--- config.mk ---
export PLATFORM = sky130hd
export DESIGN_NAME = tone_player
export DESIGN_NICKNAME = d
export VERILOG_FILES = /design/src/rtl/tone_player_pkg.sv /design/src/rtl/tone_divider.sv /design/src/rtl/tone_player.sv
export SDC_FILE = /design/constraint.sdc
export NUM_CORES = 1
export LEC_CHECK = 0
export BUFFER_PORTS_ARGS = -buffer_cell sky130_fd_sc_hd__buf_2
export CAP_MARGIN = 20
export CORE_MARGIN = 4
export CORE_UTILIZATION = 55
export CTS_BUF_LIST = sky130_fd_sc_hd__clkbuf_8 sky130_fd_sc_hd__clkbuf_16
export CTS_CLUSTER_DIAMETER = 200
export DETAILED_ROUTE_END_ITERATION = 10
export GPL_ROUTABILITY_DRIVEN = 0
export HOLD_SLACK_MARGIN = 0.03
export PLACE_DENSITY = 0.82
export SLEW_MARGIN = 15
export SYNTH_ARGS = -nofsm -noshare
export SYNTH_HDL_FRONTEND = slang
export SYNTH_SLANG_ARGS = --single-unit
--- constraint.sdc ---
create_clock -name clk -period 11.03 [get_ports clk]
set_input_delay 2.7575 -clock clk [delete_from_list [all_inputs] [get_ports clk]]
set_output_delay 2.7575 -clock clk [all_outputs]
set_load 0.03 [all_outputs]
--- src/rtl/tone_player_pkg.sv ---
// Shared types, widths and helpers for the tone playback engine.
package tone_player_pkg;

    localparam int unsigned TONE_W         = 32;
    localparam int unsigned BEAT_W         = 8;
    localparam int unsigned SILENCE_HZ_DEF = 20000;

    typedef logic [1:0] state_t;

    localparam state_t ST_IDLE  = 2'd0;
    localparam state_t ST_PLAY  = 2'd1;
    localparam state_t ST_PAUSE = 2'd2;
    localparam state_t ST_DONE  = 2'd3;

    function automatic int unsigned beat_div(input int unsigned clk_hz,
                                             input int unsigned beat_hz);
        return clk_hz / beat_hz;
    endfunction

endpackage

--- src/rtl/tone_divider.sv ---
// Restoring radix-2 unsigned divider: one quotient bit per cycle, valid 32 cycles after start.
module tone_divider
    import tone_player_pkg::*;
(
    input  logic              clk,
    input  logic              rst_n,
    input  logic              start,
    input  logic              abort,
    input  logic [TONE_W-1:0] dividend,
    input  logic [TONE_W-1:0] divisor,
    output logic [TONE_W-1:0] quotient,
    output logic              valid
);

    logic [TONE_W-1:0] rem_q, quo_q, dsr_q;
    logic [4:0]        cnt_q;
    logic              busy_q, valid_q;

    logic [TONE_W-1:0] src_rem, src_quo, dsr;
    logic [TONE_W:0]   rem_sh, diff;
    logic [TONE_W-1:0] step_rem, step_quo;

    // The first step runs on the start edge so the result lands 32 cycles later.
    always_comb begin
        src_rem  = start ? '0 : rem_q;
        src_quo  = start ? dividend : quo_q;
        dsr      = start ? divisor : dsr_q;
        rem_sh   = {src_rem, src_quo[TONE_W-1]};
        diff     = rem_sh - {1'b0, dsr};
        step_quo = {src_quo[TONE_W-2:0], ~diff[TONE_W]};
        step_rem = diff[TONE_W] ? rem_sh[TONE_W-1:0] : diff[TONE_W-1:0];
    end

    always_ff @(posedge clk or negedge rst_n) begin
        if (!rst_n) begin
            rem_q   <= '0;
            quo_q   <= '0;
            dsr_q   <= '0;
            cnt_q   <= '0;
            busy_q  <= 1'b0;
            valid_q <= 1'b0;
        end else if (start) begin
            rem_q   <= step_rem;
            quo_q   <= step_quo;
            dsr_q   <= divisor;
            cnt_q   <= 5'd1;
            busy_q  <= 1'b1;
            valid_q <= 1'b0;
        end else if (abort) begin
            busy_q  <= 1'b0;
            valid_q <= 1'b0;
        end else if (busy_q) begin
            rem_q   <= step_rem;
            quo_q   <= step_quo;
            cnt_q   <= cnt_q + 5'd1;
            if (cnt_q == 5'd31) begin
                busy_q  <= 1'b0;
                valid_q <= 1'b1;
            end
        end else begin
            valid_q <= 1'b0;
        end
    end

    assign quotient = quo_q;
    assign valid    = valid_q;

endmodule

--- src/rtl/tone_player.sv ---
// Song playback engine: steps the beat index, tracks the looked-up tone and drives a square wave.
module tone_player
    import tone_player_pkg::*;
#(
    parameter int unsigned CLK_HZ     = 100000000,
    parameter int unsigned BEAT_HZ    = 8,
    parameter int unsigned SONG_LEN   = 256,
    parameter int unsigned SILENCE_HZ = SILENCE_HZ_DEF
) (
    input  logic              clk,
    input  logic              rst_n,
    input  logic              start,
    input  logic              stop,
    input  logic              pause,
    input  logic              loop,
    input  logic [TONE_W-1:0] tone,
    output logic [BEAT_W-1:0] ibeat_num,
    output logic              audio,
    output logic              playing,
    output logic              done
);

    localparam int unsigned BEAT_DIV = beat_div(CLK_HZ, BEAT_HZ);

    state_t            state_q, state_d;
    logic [31:0]       btimer_q, btimer_d;
    logic [BEAT_W-1:0] beat_q, beat_d;
    logic              done_q, done_d, playing_q;
    logic [TONE_W-1:0] tone_q, hp_q, hcnt_q, hcnt_d, quotient;
    logic              hp_ok_q, audio_q, audio_d, div_valid;
    logic              tone_chg, new_mute, mute, active;

    assign tone_chg = (tone != tone_q);
    assign new_mute = (tone == '0) || (tone >= TONE_W'(SILENCE_HZ));
    assign mute     = (tone_q == '0) || (tone_q >= TONE_W'(SILENCE_HZ));

    tone_divider u_div (
        .clk      (clk),
        .rst_n    (rst_n),
        .start    (tone_chg && !new_mute),
        .abort    (tone_chg && new_mute),
        .dividend (TONE_W'(CLK_HZ)),
        .divisor  (tone << 1),
        .quotient (quotient),
        .valid    (div_valid)
    );

    always_comb begin
        state_d  = state_q;
        btimer_d = btimer_q;
        beat_d   = beat_q;
        done_d   = 1'b0;
        if (stop) begin
            state_d  = ST_IDLE;
            btimer_d = '0;
            beat_d   = '0;
        end else if (start) begin
            state_d  = ST_PLAY;
            btimer_d = '0;
            beat_d   = '0;
        end else begin
            case (state_q)
                ST_PLAY: begin
                    if (pause) begin
                        state_d = ST_PAUSE;
                    end else if (btimer_q == 32'(BEAT_DIV - 1)) begin
                        btimer_d = '0;
                        if (beat_q == BEAT_W'(SONG_LEN - 1)) begin
                            if (loop) begin
                                beat_d = '0;
                            end else begin
                                state_d = ST_DONE;
                                done_d  = 1'b1;
                            end
                        end else begin
                            beat_d = beat_q + 1'b1;
                        end
                    end else begin
                        btimer_d = btimer_q + 32'd1;
                    end
                end
                ST_PAUSE: if (!pause) state_d = ST_PLAY;
                default:  btimer_d = '0;
            endcase
        end
    end

    // A shorter new half period wraps at once instead of running out the old count.
    assign active = (state_d == ST_PLAY) && !mute && hp_ok_q;

    always_comb begin
        hcnt_d  = '0;
        audio_d = 1'b0;
        if (active) begin
            if (hcnt_q >= hp_q - 1'b1) begin
                audio_d = ~audio_q;
            end else begin
                hcnt_d  = hcnt_q + 1'b1;
                audio_d = audio_q;
            end
        end else if (state_d == ST_PAUSE) begin
            hcnt_d = hcnt_q;
        end
    end

    always_ff @(posedge clk or negedge rst_n) begin
        if (!rst_n) begin
            state_q   <= ST_IDLE;
            btimer_q  <= '0;
            beat_q    <= '0;
            done_q    <= 1'b0;
            playing_q <= 1'b0;
            tone_q    <= '0;
            hp_q      <= '0;
            hp_ok_q   <= 1'b0;
            hcnt_q    <= '0;
            audio_q   <= 1'b0;
        end else begin
            state_q   <= state_d;
            btimer_q  <= btimer_d;
            beat_q    <= beat_d;
            done_q    <= done_d;
            playing_q <= (state_d == ST_PLAY) || (state_d == ST_PAUSE);
            tone_q    <= tone;
            hcnt_q    <= hcnt_d;
            audio_q   <= audio_d;
            if (tone_chg && new_mute) begin
                hp_ok_q <= 1'b0;
            end else if (div_valid && !mute) begin
                hp_q    <= (quotient == '0) ? TONE_W'(1) : quotient;
                hp_ok_q <= 1'b1;
            end
        end
    end

    assign ibeat_num = beat_q;
    assign audio     = audio_q;
    assign playing   = playing_q;
    assign done      = done_q;

endmodule

### After elaboration in Yosys (flattened, before gate mapping)

Index checks and enable logic that the tools add are counted.

* register bits: 245
* input port bits: 38
* output and inout bits: 11
* word-level logic and storage cells: 121

* $add $sub $neg: 6
* order comparisons: 3
* equality and inequality tests: 16
* mux-type cells: 56
* bitwise operators: 3
* reduce and logical (&&, ||, !) cells: 21

Operators with widths (count)
* 32-bit two-way mux: 18
* 32-bit logical NOT: 3
* 32-bit by 1-bit adder with 32-bit output, second input constant: 2
* 32-bit by 15-bit >= comparator with 1-bit output, second input constant: 2
* 32-bit one-hot mux with 2 select lines: 1
* 8-bit two-way mux: 7
* 33-bit by 32-bit subtractor with 33-bit output: 1
* 32-bit by 24-bit equality test with 1-bit output, second input constant: 1
* 32-bit >= comparator: 1
* 32-bit != test: 1
* 32-bit by 1-bit subtractor with 32-bit output, second input constant: 1
* 1-bit two-way mux: 19
* 5-bit two-way mux: 3
* 2-bit two-way mux: 7
* 8-bit by 1-bit adder with 8-bit output, second input constant: 1
* 8-bit equality test, second input constant: 1
* 4-bit != test, second input constant: 2
* 3-bit != test, second input constant: 2
* 2-bit AND reduction: 3
* 3-bit nonzero test: 2
* 5-bit by 1-bit adder with 5-bit output, second input constant: 1
* 5-bit equality test, second input constant: 1
* 1-bit logical AND: 5
* 2-bit by 1-bit equality test with 1-bit output, second input constant: 2
* 10 further kinds: 18

### Longest topological paths before layout

* depth after elaboration: 11
* mapped depth: 21

### Modules after synthesis

Synthesis repeated with hierarchy kept, for this count alone.

* cell total of the unflattened synthesis: 1590
* area, all modules: 15030.7 um^2

By module, submodules not included
* tone_player: times used 1, cells each 902, area each 8583.2 um^2, seq. area each 3553.4 um^2
* tone_divider: times used 1, cells each 688, area each 6447.4 um^2, seq. area each 2577.5 um^2

### Worst setup path after synthesis

No wires, ideal clock.

* path type: input -> register
* start: in tone[16]
* end: reg u_div.rem_q[13]
* setup time: 0.134 ns
* data arrival time: 7.156 ns
* data required time: 10.896 ns
* path slack: 3.739 ns
* cell stages on the path: 21
* path buffers: 5
* cells stage by stage: nor4_1 nand4_1 or4_1 a221o_1 or2_2 clkbuf_1 buf_2 clkbuf_1 and2_1 ha_1 fa_1 nand2b_1 a21oi_1 o2111ai_1 nand3_1 a22oi_1 xnor2_1 nand2b_1 buf_2 buf_2 o22ai_1

* cells in the longest elaborated chain, start to end: 10
* elaborated cells between the ends (all ways): 18
* classes of those cells: add/sub: 1; order compare: 1; eq/ne: 2; mux: 7; reduce/logical: 7

RTL lines
* from (decl): line tone_player.sv:16 `input logic [TONE_W-1:0] tone,`
* 32-bit by 15-bit >= comparator with 1-bit output or 32-bit logical NOT (tied branches): line tone_player.sv:34 `assign new_mute = (tone == '0) || (tone >= TONE_W'(SILENCE_HZ));`
* 1-bit logical OR: line tone_player.sv:34
* 1-bit logical NOT: line tone_player.sv:40 `.start (tone_chg && !new_mute),`
* 1-bit logical AND (*): line tone_player.sv:40
* 32-bit two-way mux (*)
* net u_div.dsr[0]: line tone_divider.sv:19 `logic [TONE_W-1:0] src_rem, src_quo, dsr;`
* 33-bit by 32-bit subtractor with 33-bit output (*): line tone_divider.sv:29 `diff = rem_sh - {1'b0, dsr};`
* 32-bit two-way mux (*): line tone_divider.sv:31 `step_rem = diff[TONE_W] ? rem_sh[TONE_W-1:0] : diff[TONE_W-1:0];`
* 32-bit two-way mux: line tone_divider.sv:52 `end else if (busy_q) begin`
* 32-bit two-way mux: line tone_divider.sv:49 `end else if (abort) begin`
* 32-bit two-way mux (*): line tone_divider.sv:42 `end else if (start) begin`
* to (signal assigned): line tone_divider.sv:43 `rem_q <= step_rem;`
* to (signal assigned): line tone_divider.sv:53 `rem_q <= step_rem;`
* to (decl): line tone_divider.sv:15 `logic [TONE_W-1:0] rem_q, quo_q, dsr_q;`

The timed path passes the listed nets; every way through them passes the cells marked *. The select of a mux whose other input is x is not followed.
A chain may end at the register's enable or synchronous reset.

### Worst setup path in the final report

* start: in tone[26]
* end: reg u_div.rem_q[0]

The elaborated chain is that of the path after synthesis.

==> metrics.yaml <==
status:
  outcome: "finished clean"
sta:
  fin_setup_tns_ns: 0
  min_period_over_period_pct: 68.9
  max_freq_ghz: 0.132
  finalMaxSlewViolations: 0
  slew_headroom_pct: 36.0
  worstMarginPinSlew_ns: 0.957
  rsz0062_at_grt: "false"
  finalHoldViolations: 0
  period_needed_ns: 7.60
  skew_ns: 0.00842
  finalSetupViolations: 0
die:
  die_h_um: 169
  rows: 58
  die_area_sq_um: 28500
  io_pins: 49
  start_util_pct: 56.2
  die_x_um: 169
  coreArea_sq_um: 25300
setup_path:
  path_max_fanout: 37
  r2r-start: "tone_q[14]"
  critPathRequiredTime_ns: 11.41
  worstPathArrival_ns: 7.98
  end_kind: "register"
  critPathLaunchType: "input port"
  setup.worst_path.start: "tone[26]"
  crit_type: "in -> reg"
clock_network:
  cts-root-buf: "clkbuf_16"
  clkTransAtPathRegs_ns: 0.06
  cts_htree_levels: 1
  insertion_delay_ns: 0.53
  post-cts-setup-buffers: 0
  clock_path_buffers: 3
  cts_inserted_buffers: 26
  cts.sinks: 245
  tritoncts: "yes"
  postCtsHoldBufs: 0
  cts_resized: 0
logic_synthesis:
  ys_types: 67
  ys_ff_latch: 245
  synth.avg_cell_area_sq_um: 9.23
  synthArstFlopShare_pct: 100
  syn_area_sq_um: 14200
  synth_ff_type: "dfrtp_1"
  synth_edf_count: 0
  synth_cells: 1543
  yosysWarnings: 0
  synth_seq_area_share_pct: 43.1
  synth_nets: 1656
final_layout:
  drive_gt1_share_pct: 9.67
  multi_input_area_sq_um: 7670
  syn_to_final_growth_pct: 9.73
  fin_area_sq_um: 15600
  num-fill-cells: 2041
  regArea_sq_um: 6130
  fin_util_pct: 61.7
  nNetsFinal: 1688
  n_antenna_cell: 0
global_route:
  grt_max_degree: 106
  grt_overflow_total: 0
  grt_use_total_pct: 22.5
  antenna_found_initial: 0
  grt_pass1_wl_um: 55200
  grt_pass1_vias: 11353
drt:
  drtPass1Iterations: 6
  vias: 11608
  dr.first_iter.drc_count: 927
  routed_wl_um: 32400
  wl_per_cell_um: 16.9
  drtAntennaViolNets: 0
  drc: 0
  viasPerCell: 6.04
power_and_ir_drop:
  worst_ir_drop_vdd_uv: 134
  p_total_mw: 1.84
  p_leak_nw: 7.58
  cellPowerDensity_nw_per_um2: 117
min_path:
  hp-class: "reg -> reg"
  hold_start: "u_div.dsr_q[26]"
job:
  drv_cap: 0
placed_design:
  dp_hpwl_um: 22600
  io_buffer_count: 48
  postPlaceCellArea_sq_um: 14800
[power breakdown]
group	internal (mW)	switching, mW
logic	0.0168	0.0419
registers	0.906	0.00633
clock network	0.506	0.358
total	1.43	0.406
[sequential cells by signal, indices dropped and copies added (netlist names)]
register	flops
btimer_q	32
u_div.busy_q	1
ibeat_num	8
audio	1
hcnt_q	32
hp_ok_q	1
tone_q	32
u_div.rem_q	32
u_div.cnt_q	5
hp_q	32
u_div.dsr_q	32
state_q	2
done	1
u_div.valid	1
playing	1
u_div.quotient	32
[synthesized netlist by cell type (6+ instances only)]
master	number	share of area [%]
a21o_1	25	1.3
a21oi_1	98	3.4
a221o_1	6	0.42
a31oi_1	49	2.2
and2_1	58	2.5
and3_1	26	1.1
buf_2	9	0.32
clkbuf_1	42	1.1
dfrtp_1	245	43
ha_1	74	6.5
inv_1	53	1.4
mux2_2	30	2.4
mux2i_1	19	1.3
nand2_1	185	4.9
nand2b_1	27	1.2
nand3_1	55	1.9
nand4_1	27	1.2
nor2_1	105	2.8
nor2b_1	13	0.57
nor3_1	26	0.91
nor4_1	41	1.8
o211ai_1	9	0.47
o21a_1	6	0.32
o21ai_0	67	2.4
o21ai_1	6	0.21
o22ai_1	17	0.75
o31ai_1	9	0.47
or2_2	6	0.26
or3_1	9	0.40
or4_1	7	0.37
xnor2_1	45	2.8
xor2_1	65	4.0
[placed cells by master (no fill, tap or decap), types with 9 or more instances in the layout]
master and instances:
dfrtp_1 245, nand2b_1 27, mux2_2 30, or3_1 9
nor3_1 26, a21o_1 25, nor2b_1 13, nand3_1 55
a21oi_1 98, and3_1 26, ha_1 74, a31oi_1 49
nand4_1 27, xnor2_1 44, xor2_1 65, nand2_1 185
o22ai_1 17, buf_4 15, o31ai_1 9, nor4_1 41
clkbuf_16 27, nor2_1 103, mux2i_1 19, inv_1 54
o21ai_0 67, and2_1 57, buf_2 47, o211ai_1 9
[worst paths after layout]
path                            depth (start not counted)               to  slack, ns
worst max-delay path                                   19   u_div.rem_q[0]       3.43
worst min-delay path                                    2  u_div.dsr_q[26]       0.46
worst max register to register                         17   u_div.rem_q[0]       5.50
worst min register to register                          2  u_div.dsr_q[26]       0.46
max in group asynchronous                               2          hp_q[4]       7.31
min in group asynchronous                               1     btimer_q[28]       2.26
[kinds of logic after synthesis]
logic type	synth area share, %
AND/OR/NAND/NOR	21.8
multiplexers	3.71
buffers and inverters	3.27
adder cells (fa/ha/maj)	6.64
XOR/XNOR	6.77
AO/OA/AOI/OAI	14.8
flip-flops	43.1
[stage by stage]
stage / instances / worst slack [ns] / hold slack, ns
after floorplan: 1543 / 3.74 / 0.433
final: 1922 / 3.43 / 0.465
after CTS: 1922 / 3.50 / 0.468
after global placement: 1877 / 3.16 / 0.445
after global routing: 1922 / 3.10 / 0.483
after detailed placement: 1877 / 2.97 / 0.451
[routing by layer]
metal  GRT usage [%]  part of all wire [%]  wire length [um]
met1            31.5                    44             14400
met2            37.5                    48             15700
met3            2.59                   4.6              1490
met4            5.93                   2.6               852
met5               0                     0                 0
[cell type report]
type                    instances  area share (%)
clock buffers                  33            4.85
clock inverters                12           0.593
inverters                      53            1.27
multi-input cells            1186            49.1
flip-flops and latches        245            39.2
well taps                     330            2.64
repair buffers                 63            2.32
[worst max-delay path: stages]
cell,delay (ns)
buf_2,0.12
nor4_1,0.34
nand4_1,0.14
or4_1,0.45
a221o_1,0.34
or2_2,0.50
buf_4,0.34
and2_1,0.22
ha_1,0.23
fa_1,0.41
nand2b_1,0.18
a21oi_1,0.27
o2111ai_1,0.19
nand3_1,0.17
a22oi_1,0.15
xnor2_2,0.19
nand2b_1,0.49
buf_4,0.33
o221ai_1,0.14
Note: power is estimated with default switching activity, not from simulation.
